===== src/rtl/xilinx_clock_monitor_if.sv =====
// Status bundle between the clock monitor and its debug/LED consumer.
// master: monitor side (cfg, cog_tgl in; measurement status out). slave: consumer side.
interface xilinx_clock_monitor_if #(
    parameter int WINDOW_LOG2 = 10
);
    logic [6:0]             cfg;
    logic                   cog_tgl;
    logic [WINDOW_LOG2-1:0] meas_count;
    logic [2:0]             det_mode;
    logic [2:0]             exp_mode;
    logic                   meas_done;
    logic                   valid;
    logic                   locked;
    logic                   mismatch;

    modport master (
        input  cfg, cog_tgl,
        output meas_count, det_mode, exp_mode,
        output meas_done, valid, locked, mismatch
    );

    modport slave (
        output cfg, cog_tgl,
        input  meas_count, det_mode, exp_mode,
        input  meas_done, valid, locked, mismatch
    );
endinterface


===== src/rtl/xilinx_clock_monitor.sv =====
// Closed-loop frequency check of the cog clock against the CLK register mode.
// Ports: clock_160, nres (sync, active-low), mon (cfg/cog_tgl in, status out).
module xilinx_clock_monitor #(
    parameter int WINDOW_LOG2 = 10,
    parameter int TOL         = 4,
    parameter int SETTLE      = 3
) (
    input  logic                   clock_160,
    input  logic                   nres,
    xilinx_clock_monitor_if.master mon
);
    localparam int W  = WINDOW_LOG2;
    localparam int RW = $clog2(SETTLE + 1);

    localparam logic [2:0] M_RCSLOW = 3'd0;
    localparam logic [2:0] M_X1     = 3'd1;
    localparam logic [2:0] M_X2     = 3'd2;
    localparam logic [2:0] M_X4     = 3'd3;
    localparam logic [2:0] M_X8     = 3'd4;
    localparam logic [2:0] M_X16    = 3'd5;
    localparam logic [2:0] M_UNK    = 3'd7;

    typedef enum logic [1:0] {
        HOLDOFF,
        MEASURE,
        EVAL
    } state_t;

    // An all-zero selector is the RCSLOW reset encoding, not a PLL x2.
    function automatic logic [2:0] cfg_mode(input logic [6:0] c);
        logic [4:0] sel;
        sel = {c[6:5], c[2:0]};
        cfg_mode = M_RCSLOW;
        if (sel == 5'b11111)
            cfg_mode = M_X16;
        else if (sel == 5'b11110)
            cfg_mode = M_X8;
        else if (sel == 5'b11101)
            cfg_mode = M_X4;
        else if (sel == 5'b11100 ||
                 (sel[2:0] == 3'b000 && sel[4:3] != 2'b00))
            cfg_mode = M_X2;
        else if (sel == 5'b11011 || sel == 5'b01010)
            cfg_mode = M_X1;
    endfunction

    // Lowest mode within tolerance wins; scanned high to low so it overwrites.
    function automatic logic [2:0] cnt_mode(input logic [W-1:0] n);
        logic [W:0] c;
        logic [W:0] tol;
        logic [W:0] nom;
        c   = {1'b0, n};
        tol = (W+1)'(TOL);
        cnt_mode = M_UNK;
        for (int k = 4; k >= 0; k--) begin
            nom = (W+1)'(1) << (W - 5 + k);
            if (c + tol >= nom && c <= nom + tol)
                cnt_mode = 3'(k + 1);
        end
        if (c <= tol)
            cnt_mode = M_RCSLOW;
    endfunction

    state_t         state;
    state_t         state_d;
    logic           tgl_s1;
    logic           tgl_s2;
    logic           tgl_s3;
    logic [6:0]     cfg_q;
    logic [W-1:0]   win;
    logic [W-1:0]   tcnt;
    logic [RW-1:0]  match_run;
    logic [RW-1:0]  miss_run;
    logic [RW-1:0]  match_nx;
    logic [RW-1:0]  miss_nx;
    logic [2:0]     det_now;
    logic           edge_det;
    logic           cfg_chg;
    logic           win_end;
    logic           counting;
    logic           do_eval;
    logic           hit;

    assign edge_det = tgl_s2 ^ tgl_s3;
    assign cfg_chg  = mon.cfg != cfg_q;
    assign win_end  = &win;
    assign det_now  = cnt_mode(tcnt);
    assign hit      = det_now == mon.exp_mode;

    always_comb begin
        state_d  = state;
        counting = 1'b0;
        do_eval  = 1'b0;
        if (cfg_chg) begin
            state_d = HOLDOFF;
        end else begin
            unique case (state)
                HOLDOFF: begin
                    if (win_end)
                        state_d = MEASURE;
                end
                MEASURE: begin
                    counting = 1'b1;
                    if (win_end)
                        state_d = EVAL;
                end
                EVAL: begin
                    do_eval = 1'b1;
                    state_d = MEASURE;
                end
                default: state_d = HOLDOFF;
            endcase
        end
    end

    always_comb begin
        match_nx = '0;
        miss_nx  = '0;
        if (hit)
            match_nx = (match_run == RW'(SETTLE)) ?
                       match_run : match_run + 1'b1;
        else
            miss_nx = (miss_run == RW'(SETTLE)) ?
                      miss_run : miss_run + 1'b1;
    end

    // Synchronizer and cfg shadow run through reset so a steady cfg
    // never looks like a change once reset is released.
    always_ff @(posedge clock_160) begin
        tgl_s1 <= mon.cog_tgl;
        tgl_s2 <= tgl_s1;
        tgl_s3 <= tgl_s2;
        cfg_q  <= mon.cfg;
        if (!nres) begin
            state          <= HOLDOFF;
            win            <= '0;
            tcnt           <= '0;
            match_run      <= '0;
            miss_run       <= '0;
            mon.meas_count <= '0;
            mon.det_mode   <= M_UNK;
            mon.exp_mode   <= cfg_mode(7'd0);
            mon.meas_done  <= 1'b0;
            mon.valid      <= 1'b0;
            mon.locked     <= 1'b0;
            mon.mismatch   <= 1'b0;
        end else begin
            state         <= state_d;
            mon.exp_mode  <= cfg_mode(mon.cfg);
            mon.meas_done <= do_eval;
            if (cfg_chg) begin
                win          <= '0;
                tcnt         <= '0;
                match_run    <= '0;
                miss_run     <= '0;
                mon.valid    <= 1'b0;
                mon.locked   <= 1'b0;
                mon.mismatch <= 1'b0;
            end else if (do_eval) begin
                win            <= '0;
                tcnt           <= '0;
                mon.meas_count <= tcnt;
                mon.det_mode   <= det_now;
                mon.valid      <= 1'b1;
                match_run      <= match_nx;
                miss_run       <= miss_nx;
                mon.locked     <= match_nx == RW'(SETTLE);
                mon.mismatch   <= miss_nx == RW'(SETTLE);
            end else begin
                win <= win + 1'b1;
                if (counting && edge_det && !(&tcnt))
                    tcnt <= tcnt + 1'b1;
            end
        end
    end
endmodule


===== src/flat_wrapper.sv =====
// flat-port wrapper written by rule: the top's interface ports become plain ports
module xilinx_clock_monitor_flat 
#(
    parameter int WINDOW_LOG2 = 10,
    parameter int TOL         = 4,
    parameter int SETTLE      = 3
)
  (clock_160, nres, mon_cfg, mon_cog_tgl, mon_meas_count, mon_det_mode, mon_exp_mode, mon_meas_done, mon_valid, mon_locked, mon_mismatch);
  xilinx_clock_monitor_if #(.WINDOW_LOG2(WINDOW_LOG2)) mon_i ();
  input  logic clock_160;
  input  logic nres;
  input wire logic [$bits(mon_i.cfg)-1:0] mon_cfg;
  input wire logic [$bits(mon_i.cog_tgl)-1:0] mon_cog_tgl;
  output wire logic [$bits(mon_i.meas_count)-1:0] mon_meas_count;
  output wire logic [$bits(mon_i.det_mode)-1:0] mon_det_mode;
  output wire logic [$bits(mon_i.exp_mode)-1:0] mon_exp_mode;
  output wire logic [$bits(mon_i.meas_done)-1:0] mon_meas_done;
  output wire logic [$bits(mon_i.valid)-1:0] mon_valid;
  output wire logic [$bits(mon_i.locked)-1:0] mon_locked;
  output wire logic [$bits(mon_i.mismatch)-1:0] mon_mismatch;
  assign mon_i.cfg = mon_cfg;
  assign mon_i.cog_tgl = mon_cog_tgl;
  assign mon_meas_count = mon_i.meas_count;
  assign mon_det_mode = mon_i.det_mode;
  assign mon_exp_mode = mon_i.exp_mode;
  assign mon_meas_done = mon_i.meas_done;
  assign mon_valid = mon_i.valid;
  assign mon_locked = mon_i.locked;
  assign mon_mismatch = mon_i.mismatch;
  xilinx_clock_monitor #(.WINDOW_LOG2(WINDOW_LOG2), .TOL(TOL), .SETTLE(SETTLE)) u_core (.clock_160(clock_160), .nres(nres), .mon(mon_i));
endmodule

===== config.mk =====
export PLATFORM = sky130hd
export DESIGN_NAME = xilinx_clock_monitor_flat
export DESIGN_NICKNAME = d
export VERILOG_FILES = /design/src/rtl/xilinx_clock_monitor_if.sv /design/src/rtl/xilinx_clock_monitor.sv /design/src/flat_wrapper.sv
export SDC_FILE = /design/constraint.sdc
export NUM_CORES = 1
export LEC_CHECK = 0
export CORE_AREA = 8 8 105 59
export CTS_CLUSTER_SIZE = 28
export DETAILED_ROUTE_END_ITERATION = 7
export DIE_AREA = 0 0 113 67
export GPL_ROUTABILITY_DRIVEN = 0
export PLACE_DENSITY_LB_ADDON = 0.05
export SYNTH_ARGS = -nofsm -noshare
export SYNTH_HDL_FRONTEND = slang
export SYNTH_SLANG_ARGS = --single-unit

===== constraint.sdc =====
create_clock -name clock_160 -period 2.9 [get_ports clock_160]
set_input_delay 0.58 -clock clock_160 [delete_from_list [all_inputs] [get_ports clock_160]]
set_output_delay 0.58 -clock clock_160 [all_outputs]
set_load 0.005 [all_outputs]

==> results of run 1 <==
==> power breakdown <==
group / switching, mW / internal (mW)
registers: 0.00452 / 0.777
logic: 0.0240 / 0.0287
clock network: 0.252 / 0.256
total: 0.280 / 1.06
==> metal layers <==
layer  vias to the layer above  part of all wire (%)
met5                         -                     0
met1                       833                    54
met3                         6                   6.1
li1                        970                     -
met2                        38                    39
met4                         0                   1.1
==> cell usage in the layout (no fill, tap or decap), types with 4 or more instances in the layout <==
cell type        synthesis  layout
clkdlybuf4s50_1          0      29
nor2b_1                 13      13
nand2_1                 18      18
clkbuf_8                 0       5
a21oi_1                 12      12
nand3_1                 12      12
xnor2_1                 12      12
mux2i_1                  7       7
ha_1                     6       6
dfxtp_1                 56      56
xor2_1                  16      16
buf_4                    1       6
inv_1                    7       7
nor2_1                  46      46
nor3_1                   4       4
==> logic make-up (layout without fill, tap and decap cells) <==
group | count (synthesis) | in the layout
xor+xnor | 28 | 28
simple gates | 123 | 123
compound gates | 30 | 30
flops | 56 | 56
mux | 7 | 7
buf+inv | 19 | 50
fa+ha+maj | 6 | 6
==> area by class of cell <==
class | count | area, um2
inverters | 7 | 26.3
repair buffers | 35 | 335
flip-flops and latches | 56 | 1120
clock buffers | 5 | 68.8
clock inverters | 3 | 42.5
multi-input cells | 194 | 1270
fillers | 410 | 1790
well taps | 60 | 75.1
==> path summary, 6_finish.rpt <==
path / startpoint / to
worst min-delay path: u_core.tgl_s1 / u_core.tgl_s2
worst max register to register: u_core.tcnt[2] / u_core.mon.mismatch
worst min register to register: u_core.tgl_s1 / u_core.tgl_s2
worst max-delay path: u_core.tcnt[2] / u_core.mon.mismatch
==> worst register-to-register path, cell delays in order, from the launching register on <==
cell     delay (ns)
dfxtp_1        0.52
inv_1          0.12
ha_1           0.22
a21oi_2        0.29
o21ai_1        0.10
and3_4         0.22
or4b_1         0.60
a31oi_4        0.23
or3_1          0.15
a21oi_1        0.05
==> sequential cells by signal, summed over array words and instances (netlist names), 2 cells and up <==
register               count
u_core.mon.meas_count     10
u_core.miss_run            2
u_core.win                10
u_core.cfg_q               7
u_core.mon.exp_mode        3
u_core.state               2
u_core.match_run           2
u_core.mon.det_mode        3
u_core.tcnt               10
==> per-stage QoR <==
stage / hold WS [ns] / instance area, um2 / total power, mW
5_1_grt: 0.352 / 2940 / 1.39
6_report: 0.347 / 2940 / 1.34
2_1_floorplan: 0.310 / 2490 / 0.824
4_1_cts: 0.347 / 2940 / 1.36
3_3_place_gp: 0.313 / 2830 / 0.853
3_5_place_dp: 0.323 / 2830 / 0.852
==> impl_metrics.env, run 1 <==
export IMPL_status="completed"
export IMPL_skew_ns=0.00599
export IMPL_hold_depth=0
export IMPL_synth_seq_cells=56
export IMPL_io_pins=30
export IMPL_dieHeight_um=67
export IMPL_worstPathCellList="inv_1, ha_1, a21oi_2, o21ai_1, and3_4, or4b_1, a31oi_4, or3_1, a21oi_1"
export IMPL_critPathKind="register to register"
export IMPL_yosys_area_top_type="dfxtp_1"
export IMPL_cts_max_path_buffers=2
export IMPL_cp_slowest_cell="or4b_1"
export IMPL_numCtsBuffers=5
export IMPL_initial_core_util_pct=52.6
export IMPL_dieArea_um2=7570
export IMPL_rsz0062_at_grt="no"
export IMPL_yosysWarnings=0
export IMPL_use_met1_pct=19.3
export IMPL_hold_buffers=0
export IMPL_syn_inst=269
export IMPL_slew_viol_final=0
export IMPL_fin_cells=360
export IMPL_vias=1847
export IMPL_wl_per_cell_um=14.0
export IMPL_yosys_area_share_simple_pct=26.3
export IMPL_worst_pin_slew_ns=0.488
export IMPL_vdd_ir_drop_max_mv=0.235
export IMPL_cts_resized=0
export IMPL_fin_crit_sh_pct=90.2
export IMPL_postSynth_asyncResetShare_pct=0
export IMPL_busiest_layer="met1"
export IMPL_synth_mux_area_share_pct=2.82
export IMPL_grt_max_degree=21
export IMPL_fin_setup_tns_ns=0
export IMPL_ys_seq_area_share_pct=45.1
export IMPL_synthDistinctLibCells=49
export IMPL_root_buffer="clkbuf_8"
export IMPL_n_antenna_cell=0
export IMPL_grt_pass1_wl_um=8240
export IMPL_syn_avg_cell_area_um2=9.24
export IMPL_grt_overflow=0
export IMPL_post_dp_hpwl_um=3710
export IMPL_die_width_um=113
export IMPL_p_leak_nw=1.04
export IMPL_synth_area_leaders="dfxtp_1 45%, nor2_1 6.9%, xor2_1 5.6%"
export IMPL_synth_compound_area_share_pct=9.06
export IMPL_hold_viol=0
export IMPL_first_iter_violations=140
export IMPL_maxCapViolCount=0
export IMPL_pre_cts_ws_ns=0.271
export IMPL_synth_edf_count=0
export IMPL_place_inst=352
export IMPL_fin_nets=315
export IMPL_antenna_found_initial=0
export IMPL_drive_gt1_share_pct=9.00
export IMPL_clk_latency_ns=0.31
export IMPL_fmax_ghz=0.382
export IMPL_core_area_um2=4730
export IMPL_tritoncts="yes"
export IMPL_synthTopCellsByCount="56 x dfxtp_1, 46 x nor2_1, 18 x nand2_1"
export IMPL_startpoint_type="register"
export IMPL_critPathMaxStageDelay_ns=0.60
export IMPL_wirelength_um=5040
export IMPL_cp_num_cells=9
export IMPL_ff2ff_setup_slack_ns=0.28
export IMPL_row_count=18
export IMPL_critPathBufInv=1
export IMPL_cp_data_arrival_time_ns=2.81
export IMPL_dr_pass1_iters=4
export IMPL_min_path_type="register to register"
export IMPL_synth_top_family_by_area="simple AND/OR/NAND/NOR gates"
export IMPL_synth_xor_xnor_area_share_pct=9.86
export IMPL_synth_top_flop_cell="dfxtp_1"
export IMPL_vias_per_cell=5.13
export IMPL_required_ns=3.10
export IMPL_critical_path_endpoint_type="register"
export IMPL_fin_util_pct=62.1
export IMPL_syn_num_nets=285
export IMPL_reg2reg_depth=9
export IMPL_synthAdderAreaFrac_pct=3.02
export IMPL_first_global_vias=1650
export IMPL_powerDensity_nw_per_um2=457
export IMPL_cts_setup_buffers=0
export IMPL_port_buffers=29
export IMPL_clk_pin_slew_ns=0.10
export IMPL_cts_sinks=56
export IMPL_cpLargestDelayFamily="simple AND/OR/NAND/NOR gates"
export IMPL_grt_use_met2_pct=18.5
export IMPL_slew_headroom_pct=67.1
export IMPL_yosysMostFrequentCell="dfxtp_1"
export IMPL_ant_nets=0
export IMPL_h_tree_depth=2
export IMPL_setup_viol=0
export IMPL_synth_top_area_share_pct=45.1
export IMPL_use_met3_pct=5.05
export IMPL_finalWorstSetupSlack_ns=0.285
export IMPL_syn_area_um2=2490
export IMPL_crit_fanout=9
export IMPL_period_needed_ns=2.62
export IMPL_grt_usage_pct=13.6
export IMPL_area_growth_pct=18.2
export IMPL_drc_errors=0
No activity file was read; power rests on OpenSTA's default activity.
==> run 2: changes to the inputs <==
Settings changed: CORE_AREA 8 8 105 59 to 8 8 129 71, DIE_AREA 0 0 113 67 to 0 0 137 79.
Clock period 2.9 ns to 2.5 ns, I/O delays scaled along.
==> impl_metrics.env, run 2 (same netlist as run 1, synthesis figures left out) <==
export IMPL_status="completed"
export IMPL_crit_fanout=6
export IMPL_period_needed_ns=2.33
export IMPL_critPathBufInv=1
export IMPL_worst_pin_slew_ns=0.539
export IMPL_layout_commonest_cell="dfxtp_1"
export IMPL_wirelength_um=5800
export IMPL_root_buffer="clkbuf_16"
export IMPL_post_dp_hpwl_um=4440
export IMPL_multi_input_area_um2=1290
export IMPL_r2r_end="u_core.mon.mismatch"
export IMPL_first_global_vias=1714
export IMPL_slew_headroom_pct=63.7
export IMPL_powerDensity_nw_per_um2=535
export IMPL_hold_start="u_core.tgl_s1"
export IMPL_startpoint_type="register"
export IMPL_n_antenna_cell=0
export IMPL_vias=1867
export IMPL_initial_core_util_pct=33.0
export IMPL_slew_viol_final=0
export IMPL_reg_largest_list="u_core.mon.meas_count x10, u_core.tcnt x10, u_core.win x10"
export IMPL_layout_common_cells="54 x dfxtp_1, 46 x nor2_1, 29 x clkdlybuf4s50_1"
export IMPL_clk_latency_ns=0.29
export IMPL_hold_depth=0
export IMPL_area_growth_pct=26.5
export IMPL_die_width_um=137
export IMPL_dr_pass1_iters=4
export IMPL_swShare_pct=21.8
export IMPL_final_fill_count=770
export IMPL_rsz0062_at_grt="no"
export IMPL_min_path_type="register to register"
export IMPL_fin_nets=326
export IMPL_critPathMaxStageDelay_ns=0.58
export IMPL_io_pins=30
export IMPL_critPathKind="register to register"
export IMPL_p_leak_nw=1.12
export IMPL_internal_power_mw=1.32
export IMPL_grt_pass1_wl_um=9400
export IMPL_dieArea_um2=10800
export IMPL_grt_usage_pct=11.2
export IMPL_setup_viol=0
export IMPL_port_buffers=29
export IMPL_grt_overflow=0
export IMPL_ant_nets=0
export IMPL_grt_max_degree=21
export IMPL_reg2reg_depth=9
export IMPL_antenna_found_initial=0
export IMPL_vdd_ir_drop_max_mv=0.234
export IMPL_cpLargestDelayFamily="simple AND/OR/NAND/NOR gates"
export IMPL_required_ns=2.69
export IMPL_clk_pin_slew_ns=0.07
export IMPL_row_count=23
export IMPL_wl_per_cell_um=14.1
export IMPL_numCtsBuffers=5
export IMPL_core_area_um2=7540
export IMPL_reg2reg_from="u_core.tcnt[2]"
export IMPL_drc_errors=0
export IMPL_dieHeight_um=79
export IMPL_worstPathCellList="inv_1, ha_1, a21oi_4, nand4b_1, o41ai_2, or4_4, a31oi_4, or3_1, a21oi_1"
export IMPL_ff2ff_setup_slack_ns=0.17
export IMPL_cts_sinks=56
export IMPL_vias_per_cell=4.54
export IMPL_p_clk_share_pct=42.0
export IMPL_hold_viol=0
export IMPL_regArea_um2=1120
export IMPL_skew_ns=0.00495
export IMPL_critical_path_endpoint_type="register"
export IMPL_fmax_ghz=0.430
export IMPL_first_iter_violations=96
export IMPL_tritoncts="yes"
export IMPL_cp_data_arrival_time_ns=2.52
export IMPL_h_tree_depth=2
export IMPL_cts_max_path_buffers=2
export IMPL_seqPwrFrac_pct=53.9
export IMPL_worst_hold_slack_ns=0.331
export IMPL_cp_slowest_cell="or4_4"
export IMPL_fin_crit_sh_pct=93.0
export IMPL_drive_gt1_share_pct=13.8
export IMPL_maxCapViolCount=0
export IMPL_hold_end="u_core.tgl_s2"
export IMPL_fin_setup_tns_ns=0
export IMPL_p_switching_uw=367
export IMPL_p_comb_share_pct=4.1
run 2: changes by cell type in the layout (fill, tap and decap cells not counted), moves of 2 or more:
cell | before | now
dfxtp_2 | 0 | 2
clkbuf_8 | 5 | 0
buf_4 | 6 | 16
dfxtp_1 | 56 | 54
clkbuf_16 | 0 | 5
run 2: how the worst max path moves through the flow:
stage                        start                  end  slack, ns  cells after the start
floorplan           u_core.tcnt[2]  u_core.mon.mismatch       0.24                      9
global placement    u_core.tcnt[2]  u_core.mon.mismatch       0.03                      9
detailed placement  u_core.tcnt[2]  u_core.mon.mismatch       0.05                      9
CTS                 u_core.tcnt[2]  u_core.mon.mismatch       0.04                      9
global route        u_core.tcnt[2]  u_core.match_run[1]      0.004                      9
finish              u_core.tcnt[2]  u_core.mon.mismatch       0.17                      9
run 2: final cells by class:
class	instances	area share (%)
inverter	7	0.836
timing repair buffer	46	13.7
clock inverter	3	0.716
sequential	56	35.7
tap	100	3.98
multi-input combinational	194	41.1
clock buffer	5	3.98
run 2: timing repair:
action	in CTS	in global routing
hold buffers	0	0
gates resized for setup	0	6
setup endpoints to repair	0	5
setup buffers	0	0
run 2: power groups by stage:
stage               registers, mW  clock network [mW]  logic [mW]
floorplan                   0.927                   0      0.0292
global placement            0.927                   0      0.0697
detailed placement          0.927                   0      0.0690
CTS                         0.906               0.736      0.0695
global route                0.907               0.772      0.0755
finish                      0.906               0.706      0.0696
run 2: per-layer routing:
metal  vias up  wire length [um]  track usage (%)
met5         -                 0                0
met4         0                52             3.88
met3         4               290             3.84
met2        37              1890             12.3
met1       834              3560             18.2
li1        992                 -                -
run 2: per-stage QoR:
stage	area, um2	total power [mW]	setup WS [ns]	util, %	instances
after floorplan	2490	0.956	0.237	-	269
after global placement	2970	0.997	0.0334	39.4	403
after detailed placement	2970	0.996	0.0518	39.4	403
after CTS	3120	1.71	0.0390	41.4	411
after global routing	3140	1.75	0.00366	41.7	411
final	3140	1.68	0.175	41.7	411
==> run 3: changes to the inputs <==
Settings changed: CAP_MARGIN set to 40, CTS_CLUSTER_SIZE 28 to unset.
==> results of run 3 <==
No change in the layout: final DEF, timing and power equal those of run 2.
